`config.mk`:
```
export PLATFORM = sky130hd
export DESIGN_NAME = idex_issue_stage
export DESIGN_NICKNAME = d
export VERILOG_FILES = /design/src/rtl/idex_pkg.sv /design/src/rtl/idex_fwd_mux.sv /design/src/rtl/idex_issue_stage.sv
export SDC_FILE = /design/constraint.sdc
export NUM_CORES = 1
export LEC_CHECK = 0
export CAP_MARGIN = 25
export CORE_AREA = 2 2 114 116
export DETAILED_ROUTE_END_ITERATION = 12
export DIE_AREA = 0 0 116 118
export HOLD_SLACK_MARGIN = 0.03
export PLACE_DENSITY = 0.81
export SLEW_MARGIN = 30
export SYNTH_ARGS = -nofsm -noshare
export SYNTH_HDL_FRONTEND = slang
export SYNTH_HIERARCHICAL = 1
export SYNTH_SLANG_ARGS = --single-unit
```
`constraint.sdc`:
```
create_clock -name clk -period 8.2 [get_ports clk]
set_input_delay 1.64 -clock clk [delete_from_list [all_inputs] [get_ports clk]]
set_output_delay 1.64 -clock clk [all_outputs]
set_load 0.01 [all_outputs]
```
`src/rtl/idex_pkg.sv`:
```
// Shared opcode/funct constants, ALU Signal codes, decode helper and FSM state type
// for the ID/EX issue stage.
package idex_pkg;

    localparam logic [5:0] OP_RTYPE = 6'd0;
    localparam logic [5:0] OP_BEQ   = 6'd4;
    localparam logic [5:0] OP_ADDI  = 6'd8;
    localparam logic [5:0] OP_SLTI  = 6'd10;
    localparam logic [5:0] OP_ANDI  = 6'd12;
    localparam logic [5:0] OP_ORI   = 6'd13;
    localparam logic [5:0] OP_LW    = 6'd35;
    localparam logic [5:0] OP_SW    = 6'd43;

    localparam logic [5:0] FN_SRL   = 6'd2;
    localparam logic [5:0] FN_MULTU = 6'd25;

    localparam logic [5:0] SIG_ADD  = 6'd32;
    localparam logic [5:0] SIG_SUB  = 6'd34;
    localparam logic [5:0] SIG_AND  = 6'd36;
    localparam logic [5:0] SIG_OR   = 6'd37;
    localparam logic [5:0] SIG_SLT  = 6'd42;

    typedef enum logic [0:0] {
        StRun,
        StMultWait
    } state_e;

    typedef struct packed {
        logic [5:0] signal;
        logic       legal;
        logic       use_imm;
        logic       is_srl;
        logic       is_multu;
    } decode_t;

    function automatic decode_t idex_decode(input logic [5:0] opcode, input logic [5:0] funct);
        decode_t d;
        d.signal   = SIG_ADD;
        d.legal    = 1'b1;
        d.use_imm  = 1'b0;
        d.is_srl   = 1'b0;
        d.is_multu = 1'b0;
        case (opcode)
            OP_RTYPE: begin
                d.signal   = funct;
                d.is_srl   = (funct == FN_SRL);
                d.is_multu = (funct == FN_MULTU);
            end
            OP_ADDI:      begin d.signal = SIG_ADD; d.use_imm = 1'b1; end
            OP_ANDI:      begin d.signal = SIG_AND; d.use_imm = 1'b1; end
            OP_ORI:       begin d.signal = SIG_OR;  d.use_imm = 1'b1; end
            OP_SLTI:      begin d.signal = SIG_SLT; d.use_imm = 1'b1; end
            OP_LW, OP_SW: begin d.signal = SIG_ADD; d.use_imm = 1'b1; end
            OP_BEQ:       d.signal = SIG_SUB;
            // Unknown opcodes run as a harmless ADD that never writes back.
            default:      d.legal = 1'b0;
        endcase
        return d;
    endfunction

endpackage

```
`src/rtl/idex_fwd_mux.sv`:
```
// Combinational forward select for one source operand: EX/MEM, then MEM/WB, then register file.
// Forwarding is present only when IDEX_FWD_EN is defined; otherwise the register-file value passes.
module idex_fwd_mux #(
    parameter int unsigned DATA_W = 32,
    parameter int unsigned REG_AW = 5
) (
    input  logic [REG_AW-1:0] src,
    input  logic [DATA_W-1:0] rf_data,
    input  logic              exmem_wr,
    input  logic [REG_AW-1:0] exmem_rd,
    input  logic [DATA_W-1:0] exmem_res,
    input  logic              memwb_wr,
    input  logic [REG_AW-1:0] memwb_rd,
    input  logic [DATA_W-1:0] memwb_res,
    output logic [DATA_W-1:0] fwd_data
);

`ifdef IDEX_FWD_EN
    logic ex_hit;
    logic wb_hit;

    // r0 is hardwired, so a write aimed at it must never be forwarded.
    assign ex_hit = exmem_wr && (exmem_rd != '0) && (exmem_rd == src);
    assign wb_hit = memwb_wr && (memwb_rd != '0) && (memwb_rd == src);

    always_comb begin
        fwd_data = rf_data;
        if (ex_hit) begin
            fwd_data = exmem_res;
        end else if (wb_hit) begin
            fwd_data = memwb_res;
        end
    end
`else
    logic unused_fwd;

    assign unused_fwd = ^{src, exmem_wr, exmem_rd, exmem_res, memwb_wr, memwb_rd, memwb_res};
    assign fwd_data   = rf_data;
`endif

endmodule

```
`src/rtl/idex_issue_stage.sv`:
```
// ID/EX pipeline register and issue control feeding the ALU, with MULTU stall FSM.
// Optional operand forwarding is enabled by defining IDEX_FWD_EN.
module idex_issue_stage
    import idex_pkg::*;
#(
    parameter int unsigned DATA_W       = 32,
    parameter int unsigned REG_AW       = 5,
    parameter int unsigned MULT_TIMEOUT = 64
) (
    input  logic              clk,
    input  logic              reset,
    input  logic              id_valid,
    input  logic [5:0]        id_opcode,
    input  logic [5:0]        id_funct,
    input  logic [4:0]        id_shamt,
    input  logic [DATA_W-1:0] id_rs_data,
    input  logic [DATA_W-1:0] id_rt_data,
    input  logic [DATA_W-1:0] id_imm,
    input  logic [REG_AW-1:0] id_rs,
    input  logic [REG_AW-1:0] id_rt,
    input  logic [REG_AW-1:0] id_rd,
    input  logic              id_reg_write,
    input  logic              flush,
    input  logic              exmem_wr,
    input  logic [REG_AW-1:0] exmem_rd,
    input  logic [DATA_W-1:0] exmem_res,
    input  logic              memwb_wr,
    input  logic [REG_AW-1:0] memwb_rd,
    input  logic [DATA_W-1:0] memwb_res,
    input  logic              alu_multend,
    output logic              id_stall,
    output logic [DATA_W-1:0] alu_dataA,
    output logic [DATA_W-1:0] alu_dataB,
    output logic [5:0]        alu_signal,
    output logic [5:0]        alu_opcode,
    output logic              ex_valid,
    output logic [REG_AW-1:0] ex_rd,
    output logic              ex_reg_write,
    output logic              mult_err
);

    localparam int unsigned CNT_W = (MULT_TIMEOUT > 2) ? $clog2(MULT_TIMEOUT) : 1;

    state_e            state_q, state_d;
    logic [CNT_W-1:0]  cnt_q, cnt_d;
    logic              err_q, err_d;

    logic [DATA_W-1:0] a_q, b_q;
    logic [5:0]        sig_q, opc_q;
    logic              ex_valid_q, ex_rw_q;
    logic [REG_AW-1:0] ex_rd_q;

    decode_t           dec;
    logic [DATA_W-1:0] rs_val, rt_val;
    logic [DATA_W-1:0] a_d, b_d;
    logic              capture;
    logic              load;

    assign dec     = idex_decode(id_opcode, id_funct);
    assign capture = id_valid && !id_stall;
    assign load    = capture && !flush;

    idex_fwd_mux #(.DATA_W(DATA_W), .REG_AW(REG_AW)) u_fwd_rs (
        .src       (id_rs),
        .rf_data   (id_rs_data),
        .exmem_wr  (exmem_wr),
        .exmem_rd  (exmem_rd),
        .exmem_res (exmem_res),
        .memwb_wr  (memwb_wr),
        .memwb_rd  (memwb_rd),
        .memwb_res (memwb_res),
        .fwd_data  (rs_val)
    );

    idex_fwd_mux #(.DATA_W(DATA_W), .REG_AW(REG_AW)) u_fwd_rt (
        .src       (id_rt),
        .rf_data   (id_rt_data),
        .exmem_wr  (exmem_wr),
        .exmem_rd  (exmem_rd),
        .exmem_res (exmem_res),
        .memwb_wr  (memwb_wr),
        .memwb_rd  (memwb_rd),
        .memwb_res (memwb_res),
        .fwd_data  (rt_val)
    );

    always_comb begin
        a_d = rs_val;
        b_d = rt_val;
        if (dec.is_srl) begin
            a_d = {{(DATA_W-5){1'b0}}, id_shamt};
        end else if (dec.use_imm) begin
            b_d = id_imm;
        end
    end

    always_comb begin
        state_d = state_q;
        cnt_d   = cnt_q;
        err_d   = err_q;
        case (state_q)
            StRun: begin
                cnt_d = '0;
                if (load && dec.is_multu) begin
                    state_d = StMultWait;
                end
            end
            StMultWait: begin
                if (alu_multend) begin
                    state_d = StRun;
                    cnt_d   = '0;
                end else if (cnt_q == CNT_W'(MULT_TIMEOUT - 1)) begin
                    state_d = StRun;
                    cnt_d   = '0;
                    err_d   = 1'b1;
                end else begin
                    cnt_d = cnt_q + 1'b1;
                end
            end
            default: state_d = StRun;
        endcase
    end

    always_ff @(posedge clk or posedge reset) begin
        if (reset) begin
            state_q <= StRun;
            cnt_q   <= '0;
            err_q   <= 1'b0;
        end else begin
            state_q <= state_d;
            cnt_q   <= cnt_d;
            err_q   <= err_d;
        end
    end

    // A flushed capture or an idle cycle leaves a bubble; ALU operands keep their last values.
    always_ff @(posedge clk or posedge reset) begin
        if (reset) begin
            a_q        <= '0;
            b_q        <= '0;
            sig_q      <= '0;
            opc_q      <= '0;
            ex_valid_q <= 1'b0;
            ex_rd_q    <= '0;
            ex_rw_q    <= 1'b0;
        end else if (load) begin
            a_q        <= a_d;
            b_q        <= b_d;
            sig_q      <= dec.signal;
            opc_q      <= id_opcode;
            ex_valid_q <= 1'b1;
            ex_rd_q    <= id_rd;
            ex_rw_q    <= id_reg_write && dec.legal && !dec.is_multu;
        end else begin
            ex_valid_q <= 1'b0;
            ex_rw_q    <= 1'b0;
        end
    end

    assign id_stall     = (state_q == StMultWait);
    assign alu_dataA    = a_q;
    assign alu_dataB    = b_q;
    assign alu_signal   = sig_q;
    assign alu_opcode   = opc_q;
    assign ex_valid     = ex_valid_q;
    assign ex_rd        = ex_rd_q;
    assign ex_reg_write = ex_rw_q;
    assign mult_err     = err_q;

endmodule

```
# Yosys cells after proc, flatten, opt, wreduce, memory -nomap -nowiden
# Index checks and enable logic that the tools add are counted.
# W data, S select, Z words.
# op_classes
mux	16
n_eq_ne	10
addsub	1
n_reduce_logical	12
n_bitwise	2
# op_table
cell	count
$mux W32	3
$pmux W6 S5	1
$eq A6 B4 Y1 const B	4
$eq A6 B6 Y1 const B	3
$mux W6	2
$pmux W6 S2	1
$reduce_or A8 Y1	1
$mux W1	7
$add A6 B1 Y6 const B	1
$eq A6 B2 Y1 const B	1
$eq A6 B3 Y1 const B	1
$eq A6 B5 Y1 const B	1
$logic_not A6 Y1	1
$reduce_or A6 Y1	1
$logic_and A1 B1 Y1	5
$logic_not A1 Y1	3
$reduce_and A3 Y1	1
$mux W2	1
$not A1 Y1	2
$pmux W1 S2	1
# word_totals
input_bits	210
wordCells	51
out_inout_bits	85
reg_bits	91

# Depth between registers and ports, before layout
# Gate-level depths: netlist (run 1).
# logic_depth
depth_word	6
mapped_depth	7

# Hierarchy
# The synthesis (run 1) kept the hierarchy.
# by_module_without_submodules
module	instances	cells_each	seq_area_each_um2	area_each_um2
idex_issue_stage	1	408	2277.2	4147.7
idex_fwd_mux	2	32	0.0	240.2

# Worst setup path after synthesis (run 1)
# Ideal clock, no wire load.
# synth_timing
path_type	input to register
from	in id_opcode[3]
to	reg a_q[10], in the netlist alu_dataA[10]
setup_time_ps	118
arrival_ps	2959
path_stages	6
path_slack_ps	5123
t_required_ps	8082
cell_sequence	buf_4 > or4_4 > or2_4 > nor2_8 > buf_12 > o21ai_2
# synth_between
elab_chain_len	3
# synth_rtl
item	line	rtl
start: declaration	idex_issue_stage.sv:13	input logic [5:0] id_opcode,
$logic_not A6 Y1	idex_pkg.sv:43	case (opcode)
$mux W2	idex_pkg.sv:43	
$mux W32	idex_issue_stage.sv:90	if (dec.is_srl) begin
end signal: assignment	idex_issue_stage.sv:139	a_q <= '0;
end signal: assignment	idex_issue_stage.sv:147	a_q <= a_d;
end: declaration	idex_issue_stage.sv:48	logic [DATA_W-1:0] a_q, b_q;
# Every way passes these cells.
# A chain may end at the register's enable or synchronous reset.

# Final worst setup path (run 1)
# layout_timing
from	in id_valid
to	reg ex_rw_q, in the netlist ex_reg_write
# layout_between
elab_chain_len	3
# layout_rtl
item	line	rtl
start: declaration	idex_issue_stage.sv:12	input logic id_valid,
$logic_and A1 B1 Y1	idex_issue_stage.sv:60	assign capture = id_valid && !id_stall;
$logic_and A1 B1 Y1	idex_issue_stage.sv:61	assign load = capture && !flush;
$mux W1	idex_issue_stage.sv:146	end else if (load) begin
end signal: assignment	idex_issue_stage.sv:153	ex_rw_q <= id_reg_write && dec.legal && !dec.is_multu;
end: declaration	idex_issue_stage.sv:50	logic ex_valid_q, ex_rw_q;
# Every way passes these cells.

==> metrics.cfg, run 1 <==
[clock_tree]
clockRootBuffer = clkbuf_16
htree_num_levels = 3
cts_tree = done
clk_latency_ns = 0.34
clk_pin_slew_ns = 0.06
clockBufferDepth = 2
cts-resized-gates = 0
cts-buffers-inserted = 9
cts_setup_buffers = 0
cts_sinks = 91
hold_buffers = 0

[sta]
fmax_ghz = 0.264
setup_viol = 0
rsz0062_at_grt = false
finalSetupTns_ns = 0
hold_violations = 0
final.min_clock_period_ns = 3.78
tightest_slew_ns = 0.827
period_share = 0.461
finClkSkew_ns = 0.00797
drv_slew = 0
slew_headroom = 0.449

[setup_path]
r2r_start = id_stall
reg2regPathDepth = 6
cp-end-kind = flip-flop
worstPathMaxFanout = 106
required_ns = 8.46
criticalPathCategory = input pin to flip-flop
r2r_slack_ns = 5.71
arrival_ns = 4.04
r2r-end = ex_reg_write
startpoint_type = input pin

[power_and_ir_drop]
p_total_w = 0.00122
irDropWorstVdd_mv = 0.107
powerDensity_nw_per_um2 = 185
cellLeakagePower_nw = 2.96

[placement]
dp.cells = 766
hpwl_um = 8200
portBuffers = 208
gp_congestion = 0.807

[yosys]
ys_async_sr_fraction = 1.00
synth_seq_cells = 91
yosys_warnings = 6
netlist_area_sq_um = 4630
synth_edf_count = 0
synth.area.top_cells = dfrtp_1, buf_4, mux2i_1
netlist.area_leader.share = 0.492
syn-instance-count = 472
post-synth-top-count-cell = nand2_1
yosysSeqAreaShare = 0.492
ys_top_cells_by_count = nand2_1, dfrtp_1, buf_4, nor2_1, a21oi_1
ys.flop_type = dfrtp_1
avgSynthCellArea_sq_um = 9.81
synth.largest_area_cell = dfrtp_1
ys_types = 42
synth_nets = 683

[final_layout]
synthToLayoutAreaGrowth_pct = 42.4
fin_cells = 780
antenna_cells = 0
utilization = 0.531
drive_gt1_frac = 0.0757
nNetsFinal = 816

[route]
routed_wl_um = 11300
dr.pass1.iters = 4
wl_per_cell_um = 14.5
route.detailed.drc = 0
viasPerCell = 4.75
drt_iter0_drc = 353
vias = 3705
ant_nets = 0

[worst_hold_path]
min_path_type = flip-flop to flip-flop
min_path_cells = 2
min_to = alu_signal[4]
hp-start = alu_signal[4]

[floorplan]
io_pins = 295
row_count = 41
core_sq_um = 12400
die_x_um = 116
die_h_um = 118
start_util = 0.373
die_area_sq_um = 13700

[global_route]
grt_usage = 0.167
grt_pass1_wl_um = 18100
grt_max_degree = 107
first_global_vias = 3730
antenna_found_initial = 0
gr-total-overflow = 0

[run]
maxCapViolations = 0

[run_status]
status = completed

[where the power goes]
group	leakage [nW]	switching, W	total, W	internal (W)
combinational	1.72	0.000120	0.000292	0.000172
clock	0.141	0.000164	0.000404	0.000240
sequential	1.10	0.0000268	0.000526	0.000499
[cell families (layout without fill, tap and decap cells)]
group           Yosys count  in the layout  synth area share
flops                    91             91             0.492
compound gates           85             85             0.115
simple gates            162            162             0.158
buf+inv                  92            228             0.145
xor+xnor                  3              3           0.00568
fa+ha+maj                 1              1           0.00270
mux                      38             38            0.0822
[metal layers]
layer  track usage  wire length, um  vias to the layer above
li1              -                -                     1783
met1         0.201             4530                     1754
met2         0.282             5670                      142
met3        0.0463              837                       26
met4        0.0647              266                        0
met5             0                0                        -
[flip-flops by register name, summed over array words and instances, names as in the netlist]
register      count
id_stall          1
alu_opcode        6
mult_err          1
alu_dataA        32
ex_rd             5
ex_valid          1
alu_signal        6
alu_dataB        32
cnt_q             6
ex_reg_write      1
[layout make-up]
type	count	area, sq um
Timing Repair Buffer	211	2110
Multi-Input combinational cell	289	1690
Inverter	3	12.5
Sequential cell	91	2280
Clock inverter	3	40.0
Fill cell	1120	5830
Tap cell	172	215
Clock buffer	11	243
[cells in the final DEF, fill, tap and decap left out, types with 4 or more instances in the layout]
master           netlist  final
o21ai_1                5      5
nor2_1                41     41
clkdlybuf4s50_1        0    208
nand3_1                4      4
clkbuf_16              0      9
nand2_1               97     97
o21ai_2               20     20
dfrtp_1               91     91
a21oi_1               40     40
o21ai_0               11     11
mux2i_1               38     38
[metrics by stage]
stage	setup WS [ns]	hold slack [ns]	instance area, sq um
floorplan	4.20	0.474	4630
finish	4.42	0.469	6590
detailed placement	3.97	0.457	6290
global route	4.40	0.503	6590
CTS	4.32	0.471	6580
global placement	3.99	0.458	6290
[how the worst max path moves through the flow]
stage,startpoint,endpoint,depth (start not counted)
final,id_valid,ex_reg_write,7
after global routing,id_valid,ex_reg_write,7
after CTS,id_valid,ex_reg_write,7
after detailed placement,id_valid,ex_reg_write,7
after global placement,id_valid,ex_reg_write,7
after floorplan,reset,alu_dataA[0],1
[critical path, stage by stage]
cell             delay [ns]
clkdlybuf4s50_1        0.44
or3b_2                 0.43
buf_4                  0.33
inv_2                  0.11
buf_6                  0.48
o2111ai_1              0.26
a21oi_1                0.19
Power figures use the tool's default switching activity.
==> inputs of run 2 (changes only) <==
CORE_AREA = default   (was 2 2 114 116)
CORE_UTILIZATION = 37   (was default)
DIE_AREA = default   (was 0 0 116 118)
PLACE_DENSITY = 0.8   (was 0.81)
clock period = 3.6 ns   (was 8.2 ns; I/O delays follow)
==> run 2 against run 1 <==
Critical path depth is 1 lower. Die area decreased by 5.3%. Sequential share of layout area down 0.41 points. Largest cell class unchanged. Combinational power grew 130%. Clock skew shrank 0.0026 ns.
==> metrics.cfg, run 2 (synthesis results as in run 1) <==
[run_status]
status = completed  ; unchanged

[placement]
pre_cts_ws_ns = 0.613  ; was 3.97 ns
portBuffers = 208  ; unchanged
dp.cells = 767  ; was 766
hpwl_um = 8740  ; was 8200 um
gp_congestion = 0.816  ; was 0.807

[route]
route.detailed.drc = 0  ; unchanged
wl_per_cell_um = 14.8  ; was 14.5 um
drt_iter0_drc = 239  ; was 353
ant_nets = 0  ; unchanged
dr.pass1.iters = 4  ; unchanged
routed_wl_um = 11600  ; was 11300 um
vias = 3716  ; was 3705
viasPerCell = 4.75  ; about the same

[final_layout]
drive_gt1_frac = 0.0862  ; was 0.0757
antenna_cells = 0  ; unchanged
final_cell_mix = clkdlybuf4s50_1, nand2_1, dfrtp_1  ; unchanged
mostFrequentLayoutCell = clkdlybuf4s50_1  ; unchanged
nNetsFinal = 821  ; was 816
synthToLayoutAreaGrowth_pct = 44.1  ; was 42.4%
fin_cells = 783  ; was 780
utilization = 0.551  ; was 0.531
fill_cells = 1077  ; was 1120

[power_and_ir_drop]
p_switching_w = 0.000721  ; was 0.000310 W
powerDensity_nw_per_um2 = 422  ; was 185 nW/um^2
cellLeakagePower_nw = 3.00  ; was 2.96 nW
p_total_w = 0.00281  ; was 0.00122 W
p_seq_frac = 0.427  ; was 0.431
p_int_w = 0.00209  ; was 0.000912 W
irDropWorstVdd_mv = 0.277  ; was 0.107 mV
power_frac_comb = 0.239  ; about the same
switching_share = 0.257  ; was 0.254
p_clk_frac = 0.334  ; was 0.331

[sta]
setup_ws_ns = 0.931  ; was 4.42 ns
setup_viol = 0  ; unchanged
period_share = 0.741
final.min_clock_period_ns = 2.67
hold_violations = 0  ; unchanged
slew_headroom = 0.462  ; was 0.449
fmax_ghz = 0.375
finalSetupTns_ns = 0  ; unchanged
tightest_slew_ns = 0.807  ; was 0.827 ns
drv_slew = 0  ; unchanged
rsz0062_at_grt = false  ; unchanged
finClkSkew_ns = 0.00538  ; was 0.00797 ns

[setup_path]
startpoint_type = input pin  ; unchanged
worstPathMaxFanout = 14  ; was 106
arrival_ns = 2.88  ; was 4.04 ns
required_ns = 3.81  ; was 8.46 ns
criticalPathCategory = input pin to flip-flop  ; unchanged
cp-end-kind = flip-flop  ; unchanged

[floorplan]
start_util = 0.382  ; was 0.373
die_area_sq_um = 13000  ; was 13700 sq um
io_pins = 295  ; unchanged
die_h_um = 114  ; was 118 um
die_x_um = 114  ; was 116 um
row_count = 40  ; was 41
core_sq_um = 12100  ; was 12400 sq um

[global_route]
antenna_found_initial = 0  ; unchanged
first_global_vias = 3839  ; was 3730
grt_pass1_wl_um = 18200  ; was 18100 um
grt_usage = 0.181  ; was 0.167
gr-total-overflow = 0  ; unchanged
grt_max_degree = 56  ; was 107

[clock_tree]
clockBufferDepth = 2  ; unchanged
hold_buffers = 0  ; unchanged
cts_tree = done  ; unchanged
cts_sinks = 91  ; unchanged
clockRootBuffer = clkbuf_16  ; unchanged
htree_num_levels = 3  ; unchanged
clk_latency_ns = 0.33  ; was 0.34 ns
clk_pin_slew_ns = 0.06  ; about the same
cts_setup_buffers = 0  ; unchanged
cts-buffers-inserted = 9  ; unchanged
cts-resized-gates = 0  ; unchanged

[worst_hold_path]
min_path_type = flip-flop to flip-flop  ; unchanged

[run]
maxCapViolations = 0  ; unchanged

==> run 2: layout make-up <==
class                      instances  area, sq um  share of cell area
sequential                        91         2280               0.342
timing repair buffer             216         2190               0.329
multi-input combinational        289         1680               0.252
clock buffer                      11          243              0.0364
tap                              168          210              0.0315
clock inverter                     5         52.6             0.00788
inverter                           3         12.5             0.00188
==> run 2: worst max-delay path, stage by stage <==
cell             delay [ns]
clkdlybuf4s50_1        0.60
or4_4                  0.63
or2_4                  0.29
nor2_8                 0.29
buf_4                  0.24
o21ai_0                0.11
==> run 2: power by group through the flow <==
stage | combinational (W) | clock [W] | sequential (W)
2_1_floorplan | 0.000242 | 0 | 0.00127
3_3_place_gp | 0.000665 | 0 | 0.00121
3_5_place_dp | 0.000680 | 0 | 0.00122
4_1_cts | 0.000683 | 0.000965 | 0.00120
5_1_grt | 0.000726 | 0.00101 | 0.00121
6_report | 0.000673 | 0.000938 | 0.00120
==> run 2: metrics by stage <==
| stage | area, sq um | hold slack [ns] |
|---|---|---|
| detailed placement | 6370 | 0.463 |
| CTS | 6670 | 0.478 |
| global placement | 6370 | 0.456 |
| finish | 6670 | 0.474 |
| floorplan | 4630 | 0.474 |
| global route | 6670 | 0.506 |
==> run 2: path summary, 6_finish.rpt <==
| kind | cells after the start | slack [ns] | startpoint | end |
|---|---|---|---|---|
| hold / removal | 2 | 0.47 | alu_dataA[12] | alu_dataA[12] |
| max in group asynchronous | 3 | 2.04 | reset | alu_dataB[7] |
| min in group asynchronous | 2 | 0.82 | reset | alu_dataB[1] |
| setup / recovery | 6 | 0.93 | id_opcode[3] | alu_dataA[25] |
| setup reg to reg | 5 | 1.55 | id_stall | alu_dataA[25] |
| hold reg to reg | 2 | 0.47 | alu_dataA[12] | alu_dataA[12] |
==> run 2: routing by layer <==
layer  routed length [um]  global-route usage  up-vias
li1                     -                   -     1782
met1                 4530               0.199     1779
met2                 6000               0.328      136
met3                  771              0.0489       19
met4                  246              0.0745        0
met5                    0                   0        -
==> inputs of run 3 (changes only) <==
clock period = 2.5 ns   (was 3.6 ns; I/O delays follow)
==> run 3 against run 2 <==
First-iteration DRC count is 12% lower. Largest cell class unchanged. Clock-buffer cell count is 1 higher. Cell area is 1.7% higher. Flip-flop and latch count stayed put. Global-route usage is 0.079 points lower. Highest routed layer unchanged. Clock skew is 0.0021 ns lower. Register-to-register slack worse by 0.84 ns. Largest power group unchanged. Sequential power is 43% higher. Routed wire length is 1.5% lower. Critical endpoint is now alu_dataA[26]. Via count is 0.30% higher.
==> metrics.cfg, run 3 (synthesis results as in run 1) <==
[run_status]
status = completed  ; unchanged

[sta]
finClkSkew_ns = 0.00328  ; was 0.00538 ns
rsz0062_at_grt = false  ; unchanged
period_share = 0.863
hold_violations = 0  ; unchanged
final.min_clock_period_ns = 2.16
setup_viol = 0  ; unchanged
fmax_ghz = 0.464
slew_headroom = 0.730  ; was 0.462
tightest_slew_ns = 0.405  ; was 0.807 ns
finalSetupTns_ns = 0  ; unchanged
hold-worst-slack_ns = 0.477  ; was 0.474 ns
drv_slew = 0  ; unchanged

[setup_path]
arrival_ns = 2.36  ; was 2.88 ns
cp-end-kind = flip-flop  ; unchanged
path_buf_inv = 2  ; unchanged
required_ns = 2.70  ; was 3.81 ns
crit_family = simple AND/OR/NAND/NOR gates  ; unchanged
crit_path_cell_trace = clkdlybuf4s50_1 -> or4_4 -> or2_4 -> nor2_8 -> buf_12 -> o21ai_0  ; was clkdlybuf4s50_1 -> or4_4 -> or2_4 -> nor2_8 -> buf_4 -> o21ai_0
worstPathMaxFanout = 27  ; was 14
slowest_delay_ns = 0.57  ; was 0.63 ns
cpMaxStageDelayCell = or4_4  ; unchanged
startpoint_type = input pin  ; unchanged
criticalPathCategory = input pin to flip-flop  ; unchanged

[route]
vias = 3727  ; was 3716
ant_nets = 0  ; unchanged
route.detailed.drc = 0  ; unchanged
dr.pass1.iters = 4  ; unchanged
wl_per_cell_um = 14.4  ; was 14.8 um
drt_iter0_drc = 211  ; was 239
viasPerCell = 4.71  ; was 4.75
routed_wl_um = 11400  ; was 11600 um

[global_route]
busiest_layer = met2  ; unchanged
grt_pass1_wl_um = 18300  ; was 18200 um
grt_max_degree = 59  ; was 56
antenna_found_initial = 0  ; unchanged
gr-usage-met3 = 0.0584  ; was 0.0489
globalRouteMet2Util = 0.319  ; was 0.328
first_global_vias = 3804  ; was 3839
grt_usage = 0.180  ; was 0.181
gr-usage-met1 = 0.204  ; was 0.199
gr-total-overflow = 0  ; unchanged

[final_layout]
fill_cells = 1091  ; was 1077
final_cell_mix = clkdlybuf4s50_1, nand2_1, dfrtp_1  ; unchanged
nNetsFinal = 830  ; was 821
synthToLayoutAreaGrowth_pct = 46.6  ; was 44.1%
drive_gt1_frac = 0.0994  ; was 0.0862
stdcell_area_sq_um = 6780  ; was 6670 sq um
antenna_cells = 0  ; unchanged
mostFrequentLayoutCell = clkdlybuf4s50_1  ; unchanged

[clock_tree]
clockRootBuffer = clkbuf_16  ; unchanged
hold_buffers = 0  ; unchanged
clk_pin_slew_ns = 0.06  ; about the same
cts-buffers-inserted = 9  ; unchanged
cts_tree = done  ; unchanged
cts_setup_buffers = 0  ; unchanged
cts_sinks = 91  ; unchanged
cts-resized-gates = 0  ; unchanged
clockBufferDepth = 2  ; unchanged
clk_latency_ns = 0.33  ; about the same
htree_num_levels = 3  ; unchanged

[power_and_ir_drop]
cellLeakagePower_nw = 3.06  ; was 3.00 nW
irDropWorstVdd_mv = 0.585  ; was 0.277 mV
powerDensity_nw_per_um2 = 614  ; was 422 nW/um^2

[floorplan]
die_area_sq_um = 13000  ; unchanged
die_x_um = 114  ; unchanged
die_h_um = 114  ; unchanged
core_sq_um = 12100  ; unchanged
start_util = 0.382  ; unchanged
row_count = 40  ; unchanged
io_pins = 295  ; unchanged

[worst_hold_path]
min_path_type = flip-flop to flip-flop  ; unchanged

[placement]
gp_congestion = 0.830  ; was 0.816
placed_area_sq_um = 6450  ; was 6370 sq um
portBuffers = 208  ; unchanged
hpwl_um = 8540  ; was 8740 um

[run]
maxCapViolations = 0  ; unchanged

-- run 3: worst min-delay path, delay by kind of cell (launching register included) --
family	cells	cell delay, ns
simple gates	2	0.11
flops	1	0.34
-- run 3: worst paths after layout --
| kind | cells after the start | slack (ns) | startpoint | endpoint |
|---|---|---|---|---|
| max | 6 | 0.34 | id_opcode[2] | alu_dataA[26] |
| min | 2 | 0.48 | alu_opcode[0] | alu_opcode[0] |
| max reg2reg | 5 | 0.71 | id_stall | ex_reg_write |
| min reg2reg | 2 | 0.48 | alu_opcode[0] | alu_opcode[0] |
| max in group asynchronous | 3 | 1.54 | reset | alu_dataB[29] |
| min in group asynchronous | 3 | 0.59 | reset | alu_dataA[27] |
-- run 3: cell type report --
class                      count  area [sq um]  share of cell area
clock inverter                 4          72.6              0.0107
inverter                       3          15.0             0.00221
tap                          168           210              0.0310
multi-input combinational    289          1680               0.248
timing repair buffer         225          2270               0.335
sequential                    91          2280               0.336
clock buffer                  12           256              0.0378
-- run 3: routing by layer --
layer,wire length (um),share of wire
met3,927,0.082
met5,0,0
met4,132,0.012
met2,5900,0.52
met1,4410,0.39
-- run 3: report_power, final --
group	total [W]	internal (W)	switching, W	leakage, nW
Clock	0.00147	0.000929	0.000538	0.159
Sequential	0.00172	0.00164	0.0000865	1.10
Combinational	0.000977	0.000582	0.000395	1.80
-- run 3: stage by stage --
stage,utilization,std cells,power [W],worst slack (ns)
after CTS,0.560,792,0.00423,0.354
final,0.560,792,0.00417,0.343
after global routing,0.560,792,0.00438,0.284
after floorplan,-,472,0.00218,0.563
after global placement,0.533,776,0.00271,0.0493
after detailed placement,0.533,776,0.00274,0.000230
